--- src/rtl/id_ex_stage.sv ---
// ID/EX pipeline register: captures decoded operands and control for EX, inserts a
// bubble on load-use hazards against the EX slot, and bypasses same-cycle WB writes.
module id_ex_stage #(
    parameter int unsigned XLEN    = 64,
    parameter int unsigned ALUOP_W = 4
) (
    input  logic               clk,
    input  logic               reset,
    input  logic               flush,
    input  logic               id_valid,
    input  logic [XLEN-1:0]    id_pc,
    input  logic [4:0]         id_rs1,
    input  logic [4:0]         id_rs2,
    input  logic [4:0]         id_rd,
    input  logic [XLEN-1:0]    id_rs1_data,
    input  logic [XLEN-1:0]    id_rs2_data,
    input  logic [XLEN-1:0]    id_imm,
    input  logic [6:0]         id_ctrl,
    input  logic [ALUOP_W-1:0] id_aluop,
    input  logic               wb_reg_write,
    input  logic [4:0]         wb_rd,
    input  logic [XLEN-1:0]    wb_data,
    output logic               stall_if_id,
    output logic               ex_valid,
    output logic [XLEN-1:0]    ex_pc,
    output logic [XLEN-1:0]    ex_imm,
    output logic [XLEN-1:0]    ex_rs1_data,
    output logic [XLEN-1:0]    ex_rs2_data,
    output logic [4:0]         ex_rs1,
    output logic [4:0]         ex_rs2,
    output logic [4:0]         ex_rd,
    output logic [6:0]         ex_ctrl,
    output logic [ALUOP_W-1:0] ex_aluop
);

    localparam int unsigned REG_W = 5;

    typedef struct packed {
        logic reg_write;
        logic mem_read;
        logic mem_write;
        logic mem_to_reg;
        logic alu_src;
        logic branch;
        logic jump;
    } ctrl_t;

    ctrl_t             ex_ctrl_q;
    logic              hazard_c;
    logic              rs1_hit_c;
    logic              rs2_hit_c;
    logic [XLEN-1:0]   rs1_byp_c;
    logic [XLEN-1:0]   rs2_byp_c;

    assign ex_ctrl = ex_ctrl_q;

    // Load in EX whose destination feeds the instruction waiting in ID.
    always_comb begin
        hazard_c    = 1'b0;
        stall_if_id = 1'b0;
        if (ex_valid && ex_ctrl_q.mem_read && (ex_rd != REG_W'(0)) && id_valid &&
            ((ex_rd == id_rs1) || (ex_rd == id_rs2))) begin
            hazard_c = 1'b1;
        end
        stall_if_id = hazard_c && !flush && !reset;
    end

    // WB-to-ID bypass; x0 always reads the register file value.
    always_comb begin
        rs1_hit_c = wb_reg_write && (wb_rd != REG_W'(0)) && (wb_rd == id_rs1);
        rs2_hit_c = wb_reg_write && (wb_rd != REG_W'(0)) && (wb_rd == id_rs2);
        rs1_byp_c = rs1_hit_c ? wb_data : id_rs1_data;
        rs2_byp_c = rs2_hit_c ? wb_data : id_rs2_data;
    end

    // Pipeline register; flush and hazard both produce a fully cleared bubble.
    always_ff @(posedge clk) begin
        if (reset || flush || hazard_c) begin
            ex_valid    <= 1'b0;
            ex_pc       <= '0;
            ex_imm      <= '0;
            ex_rs1_data <= '0;
            ex_rs2_data <= '0;
            ex_rs1      <= '0;
            ex_rs2      <= '0;
            ex_rd       <= '0;
            ex_ctrl_q   <= '0;
            ex_aluop    <= '0;
        end else begin
            ex_valid    <= id_valid;
            ex_pc       <= id_pc;
            ex_imm      <= id_imm;
            ex_rs1_data <= rs1_byp_c;
            ex_rs2_data <= rs2_byp_c;
            ex_rs1      <= id_rs1;
            ex_rs2      <= id_rs2;
            ex_rd       <= id_rd;
            ex_ctrl_q   <= id_valid ? ctrl_t'(id_ctrl) : ctrl_t'('0);
            ex_aluop    <= id_aluop;
        end
    end

endmodule

--- config.mk ---
export PLATFORM = sky130hd
export DESIGN_NAME = id_ex_stage
export DESIGN_NICKNAME = d
export VERILOG_FILES = /design/src/rtl/id_ex_stage.sv
export SDC_FILE = /design/constraint.sdc
export NUM_CORES = 1
export LEC_CHECK = 0
export ABC_CLOCK_PERIOD_IN_PS = 2800
export CAP_MARGIN = 10
export CORE_AREA = 5 5 249 251
export CTS_CLUSTER_SIZE = 10
export DETAILED_ROUTE_END_ITERATION = 6
export DIE_AREA = 0 0 254 256
export MAX_ROUTING_LAYER = met4
export PLACE_DENSITY = 0.47
export RECOVER_POWER = 50
export SETUP_SLACK_MARGIN = 0.2
export SYNTH_ARGS = -nofsm -noshare
export SYNTH_HDL_FRONTEND = slang
export SYNTH_SLANG_ARGS = --single-unit
--- constraint.sdc ---
create_clock -name clk -period 2.8 [get_ports clk]
set_input_delay 0.56 -clock clk [delete_from_list [all_inputs] [get_ports clk]]
set_output_delay 0.56 -clock clk [all_outputs]
set_load 0.02 [all_outputs]
# Word-level counts from Yosys, hierarchy flattened
# Cells that the tools add are included.
[op_classes]
n_addsub = 0
n_mul = 0
div_mod_pow = 0
n_lt_le_gt_ge = 0
eq_ne = 4
shift = 0
mux = 3
n_bitwise = 1
reduce_logical = 17
[op_table]
columns = ["cell", "count"]
rows = [
  ["two-way mux 64 bit", 2],
  ["equality test 5 bit", 4],
  ["nonzero test 5 bit", 2],
  ["logical AND 1 bit", 9],
  ["logical OR 1 bit", 3],
  ["zero test 1 bit", 2],
  ["OR reduction 2 bit", 1],
  ["two-way mux 1 bit", 1],
  ["NOT 1 bit", 1],
]
[word_totals]
reg_bits = 283
latch_bits = 0
ram_bits = 0
rom_bits = 0
output_inout_bits = 284
wordCells = 41
mem_count = 0

# Logic depth before layout (Yosys ltp)
# Gate-level depths: netlist (run 1).
[depth]
depth_word = 7
ltp_mapped = 6

# Worst setup path after synthesis (run 1)
# OpenSTA, ideal clock, no wires.
[synth_path]
path_type = "in2out"
from = "in id_valid"
to = "out stall_if_id"
t_arrival_ns = 1.910
required_ns = 2.240
setup_slack_ns = 0.330
path_stages = 6
path_buffers = 3
cell_sequence = "buf_2 > nand3_1 > a21oi_1 > buf_2 > buf_1 > and3b_1"
[synth_via]
elab_chain_cells = 5
[synth_lines]
columns = ["element", "line", "rtl"]
rows = [
  ["start: declaration", "10", "input logic id_valid,"],
  ["logical AND 1 bit (2 in series)", "61", "if (ex_valid && ex_ctrl_q.mem_read && (ex_rd != REG_W'(0)) && id_valid &&"],
  ["two-way mux 1 bit", "61", ""],
  ["logical AND 1 bit (2 in series)", "65", "stall_if_id = hazard_c && !flush && !reset;"],
  ["end: declaration", "23", "output logic stall_if_id,"],
]
# Every way passes these cells.

# Worst setup path in the final report (run 1)
[layout_path]
from = "in id_rs1[2]"
to = "reg ex_rs2_data[3]"
[layout_via]
elab_chain_cells = 5
[layout_lines]
columns = ["element", "line", "rtl"]
rows = [
  ["start: declaration", "12", "input logic [4:0] id_rs1,"],
  ["equality test 5 bit", "62", "((ex_rd == id_rs1) || (ex_rd == id_rs2))) begin"],
  ["logical OR 1 bit", "62", ""],
  ["logical AND 1 bit", "61", ""],
  ["two-way mux 1 bit", "61", ""],
  ["logical OR 1 bit", "78", "if (reset || flush || hazard_c) begin"],
  ["end signal: assignment", "94", "ex_rs2_data <= rs2_byp_c;"],
  ["end: declaration", "28", "output logic [XLEN-1:0] ex_rs2_data,"],
]
# Every way passes these cells.
# A chain may end at the register's enable or synchronous reset.

==> results.json, run 1 <==
{
  "mappedNetlistArea_um2": 12300,
  "worstMarginPinSlew_ns": 1.13,
  "cts_hold_buf": 0,
  "place_area_um2": 19600,
  "hold_viol_final": 0,
  "synth-edff-count": 0,
  "ys.warnings.count": 0,
  "synth_top_area_share": 0.462,
  "pin_count": 640,
  "grt_antenna_before_repair": 8,
  "ys_top_cells_by_area": "dfxtp_1 (46%), a221oi_2 (15%), a211oi_1 (9.5%)",
  "max-vdd-ir-drop_v": 0.000403,
  "clock.fmax_mhz": 385,
  "drt-pass1-iter-count": 5,
  "yosysTopAreaCell": "dfxtp_1",
  "drc": 0,
  "path_class": "in2reg",
  "path_clk_slew_ns": 0.06,
  "ys.flop_type": "dfxtp_1",
  "outcome": "completed",
  "crit_path_end_kind": "flop",
  "yosysSeqAreaShare": 0.462,
  "grt.overflow.total": 0,
  "p_leak_nw": 8.17,
  "via_per_inst": 4.79,
  "coreArea_um2": 59700,
  "r2r_slack_ns": 0.31,
  "post-place-cells": 2497,
  "grtUsageTotal": 0.184,
  "initial_core_util": 0.206,
  "avgRoutedWirePerCell_um": 23.9,
  "vias": 12300,
  "pre_cts_slack_ns": -0.299,
  "cp-start-kind": "input pin",
  "crit_required_ns": 3.16,
  "grt_max_degree": 163,
  "fp.dieW_um": 254,
  "slew_headroom": 0.247,
  "post-route-period-util": 0.928,
  "avgSynthCellArea_um2": 10.3,
  "grt_pass1_wl_mm": 88.8,
  "yosys.cell_count.top_type": "dfxtp_1",
  "cap_violations": 0,
  "ant_nets": 0,
  "finalSetupTns_ns": 0,
  "ys_seq_elements": 283,
  "drv_slew": 0,
  "cts_made_buffers": 38,
  "stdcell_count": 2569,
  "clock-sinks": 283,
  "clockRootBuffer": "clkbuf_16",
  "cts_tree": "built",
  "hp-class": "in2reg",
  "setup_ws_ns": 0.202,
  "clk-insertion-delay-late_ns": 0.54,
  "synth_cell_types": 29,
  "fin_skew_ns": 0.0165,
  "synth_nets": 1550,
  "area_growth_pct": 68.8,
  "rsz0062_at_grt": "false",
  "grt_pass1_vias": 12900,
  "design_area_um2": 20700,
  "cp.arrival_ns": 2.95,
  "drt_iter0_drc": 776,
  "dp_hpwl_mm": 43.5,
  "fin_crit_ns": 2.60,
  "synthCells": 1194,
  "ys_async_sr_fraction": 0,
  "die_y_um": 256,
  "drive_gt1_frac": 0.137,
  "nets": 2111,
  "routed_wirelength_mm": 61.4,
  "power.density_nw_per_um2": 527,
  "die_area_um2": 65000,
  "setup_viol_count_final": 0,
  "h-tree-depth": 2,
  "gp_congestion": 0.812,
  "cts_buffer_depth": 3,
  "yosys-top-cells-count": "dfxtp_1 (283), a211oi_1 (155), inv_1 (148)",
  "crit_fanout": 162,
  "utilization": 0.347,
  "numPortBuffers": 639,
  "fp-row-count": 90
}
-- area by class of cell --
type	count	area, µm²
inverter	148	556
fill	6057	39000
clock buffer	55	1080
antenna	10	25.0
clock inverter	7	58.8
sequential	283	5670
tap	782	978
timing repair buffer	696	7150
multi-input combinational	588	5190
-- power breakdown --
| group | switching, mW | internal [mW] |
|---|---|---|
| clock | 1.89 | 2.68 |
| sequential | 0.0466 | 4.20 |
| combinational | 1.14 | 0.960 |
-- logic make-up after synthesis --
kind of cell,share of synthesized area
flip-flops,0.462
AND/OR/NAND/NOR,0.0762
AO/OA/AOI/OAI,0.329
buffers and inverters,0.119
XOR/XNOR,0.0143
-- per-layer routing --
metal / GRT usage / vias up / part of all wire
met5: - / - / 0
met4: 0.0607 / 0 / 0.032
met3: 0.0615 / 100 / 0.092
met2: 0.297 / 541 / 0.48
met1: 0.215 / 5984 / 0.40
li1: - / 5693 / -
-- critical path: stages --
cell and delay [ns]:
clkdlybuf4s50_1 0.50, xnor2_1 0.16, nand3_1 0.12, o22ai_1 0.27
clkbuf_1 0.26, buf_12 0.49, a221oi_1 0.22
-- cell usage in the layout (no fill, tap or decap), types with 2 or more instances in the layout --
| master | count |
|---|---|
| a211oi_1 | 155 |
| clkbuf_16 | 38 |
| dfxtp_1 | 282 |
| and3_2 | 2 |
| clkbuf_8 | 7 |
| clkdlybuf4s50_1 | 362 |
| xnor2_1 | 20 |
| o31ai_1 | 128 |
| buf_4 | 29 |
| buf_12 | 27 |
| clkbuf_1 | 11 |
| nand2_1 | 9 |
| a221oi_2 | 120 |
| a221oi_1 | 8 |
| diode_2 | 10 |
| inv_6 | 2 |
| clkinvlp_4 | 2 |
| nand4_1 | 128 |
| and2_2 | 2 |
| inv_1 | 148 |
| dlygate4sd3_1 | 275 |
| clkinv_2 | 2 |
| nand3_1 | 3 |
-- registers in the layout, summed over array words and instances, names as in the netlist --
| name | count |
|---|---|
| ex_imm | 64 |
| ex_pc | 64 |
| ex_rs1_data | 64 |
| ex_rs2_data | 64 |
| ex_ctrl | 7 |
| ex_rd | 5 |
| ex_rs1 | 5 |
| ex_rs2 | 5 |
| ex_aluop | 4 |
| ex_valid | 1 |
-- stage by stage --
step / hold slack [ns] / power, mW
3_3_place_gp: 1.09 / 6.51
4_1_cts: 0.497 / 11.2
6_report: 0.542 / 10.9
3_5_place_dp: 1.10 / 6.50
2_1_floorplan: 0.679 / 5.25
5_1_grt: 0.520 / 11.4
-- path summary, 6_finish.rpt --
check,from,end,depth (start not counted)
worst max-delay path,id_rs1[2],ex_rs2_data[3],7
worst min-delay path,id_imm[61],ex_imm[61],3
worst max register to register,ex_rd[2],ex_rs2_data[3],6
worst min register to register,ex_ctrl[5],ex_aluop[1],5
-- timing repair --
item                       CTS  global route
hold endpoints to repair     0             0
buffers inserted             0             0
gates resized for setup      7             0
setup endpoints to repair    1             0
(Power assumes the default switching activity.)
==> run 2, diff against run 1 <==
==> constraint.sdc (replaced) <==
create_clock -name clk -period 2.8 [get_ports clk]
set_input_delay 0.7 -clock clk [delete_from_list [all_inputs] [get_ports clk]]
set_output_delay 0.7 -clock clk [all_outputs]
set_load 0.02 [all_outputs]
==> results.json, run 2 (synthesis results as in run 1) <==
{
  "cp.arrival_ns": 1.92,
  "utilization": 0.347,
  "path_class": "in2out",
  "power.density_nw_per_um2": 520,
  "drt-pass1-iter-count": 4,
  "via_per_inst": 4.72,
  "drt-met1-wl_mm": 25.5,
  "grtUsageTotal": 0.184,
  "cts_made_buffers": 37,
  "p_leak_nw": 8.06,
  "grt.overflow.total": 0,
  "die_y_um": 256,
  "layout_common_cells": "clkdlybuf4s50_1 (407), dfxtp_1 (278), dlygate4sd3_1 (221), a211oi_1 (155), inv_1 (148)",
  "cp_top_family": "buffers and inverters",
  "clk-insertion-delay-late_ns": 0.53,
  "post-route-period-util": 0.936,
  "ant_nets": 0,
  "grt_max_degree": 166,
  "routed-wl-met3_mm": 5.21,
  "setup_viol_count_final": 0,
  "crit_fanout": 2,
  "critPathBufInv": 2,
  "pre_cts_slack_ns": -0.540,
  "cap_violations": 0,
  "slew_headroom": 0.130,
  "setup_ws_ns": 0.180,
  "max-vdd-ir-drop_v": 0.000340,
  "worstMarginPinSlew_ns": 1.31,
  "cts_buffer_depth": 3,
  "fin_skew_ns": 0.0133,
  "highest_layer": "met4",
  "fin_crit_ns": 2.62,
  "die_area_um2": 65000,
  "cp_cell_sequence": "dlygate4sd3_1 -> nand3_1 -> a21oi_1 -> and3b_2 -> buf_6",
  "grt_antenna_before_repair": 8,
  "max_stage_delay_ns": 0.55,
  "path_clk_slew_ns": 0.05,
  "final_common_cell": "clkdlybuf4s50_1",
  "gp_congestion": 0.855,
  "drive_gt1_frac": 0.143,
  "pin_count": 640,
  "nets": 2121,
  "numPortBuffers": 639,
  "area_growth_pct": 68.9,
  "clock.fmax_mhz": 382,
  "crit_path_end_kind": "primary output",
  "drt_iter0_drc": 728,
  "hold_viol_final": 0,
  "cts_tree": "built",
  "routed_wirelength_mm": 62.1,
  "avgRoutedWirePerCell_um": 24.2,
  "clock-sinks": 283,
  "met2RoutedLength_mm": 29.9,
  "hp-class": "in2reg",
  "h-tree-depth": 2,
  "grt_pass1_vias": 12800,
  "fp.dieW_um": 254,
  "r2r_slack_ns": 0.40,
  "crit_required_ns": 2.10,
  "initial_core_util": 0.206,
  "dp_hpwl_mm": 44.5,
  "cp-start-kind": "input pin",
  "vias": 12200,
  "drv_slew": 0,
  "outcome": "completed",
  "clockRootBuffer": "clkbuf_16",
  "cp_slowest_cell": "dlygate4sd3_1",
  "finalSetupTns_ns": 0,
  "fp-row-count": 90,
  "rsz0062_at_grt": "false",
  "grt_pass1_wl_mm": 88.5,
  "drc": 0,
  "coreArea_um2": 59700
}
run 2: changes by cell type in the layout (fill, tap and decap cells not counted), sizes merged:
cell | previous run | this run
buf | 57 | 68
dlygate4sd2 | 1 | 10
diode | 10 | 8
clkinv | 3 | 2
dlygate4sd3 | 275 | 221
clkbuf | 56 | 54
clkdlybuf4s50 | 362 | 407
clkinvlp | 2 | 1
inv | 150 | 148
run 2: what timing repair did:
action / in CTS / in global routing
hold endpoints to repair: 0 / 0
setup buffers: 1 / 0
gates resized for setup: 20 / 3
pin swaps: 5 / 3
hold buffers: 0 / 0
gates cloned: 0 / 0
setup endpoints to repair: 1 / 1
run 2: final cells by class:
class	count	area (µm²)
Fill cell	6075	39000
Timing Repair Buffer	707	7210
Sequential cell	283	5670
Multi-Input combinational cell	588	5200
Clock buffer	53	1060
Tap cell	782	978
Inverter	148	556
Clock inverter	3	28.8
Antenna cell	8	20.0
run 2: stage by stage:
stage / std cells / power, mW / hold WS, ns / area [µm²]
floorplan: 1194 / 5.25 / 0.819 / 12300
global placement: 2507 / 6.53 / 1.19 / 19600
detailed placement: 2507 / 6.53 / 1.19 / 19600
CTS: 2564 / 11.0 / 0.643 / 20700
global route: 2572 / 11.2 / 0.662 / 20700
finish: 2572 / 10.8 / 0.689 / 20700
run 2: worst min-delay path, cell delays in order:
cell,delay [ns]
clkdlybuf4s50_1,0.39
inv_1,0.05
a211oi_1,0.04
run 2: power by group:
group	leakage, nW	switching [mW]	internal (mW)
clock	0.527	1.82	2.60
sequential	2.33	0.0501	4.20
combinational	5.20	1.14	0.982
run 2: path summary, 6_finish.rpt:
check,cells past startpoint,startpoint,endpoint
max,5,id_valid,stall_if_id
min,3,id_rd[2],ex_rd[2]
min reg2reg,5,ex_valid,ex_rs2[4]
max reg2reg,7,ex_rd[3],ex_rs1_data[6]
run 2: per-layer routing:
metal	vias up	GRT usage
met2	472	0.302
li1	5707	-
met5	-	-
met1	5898	0.219
met4	0	0.0485
met3	75	0.0590
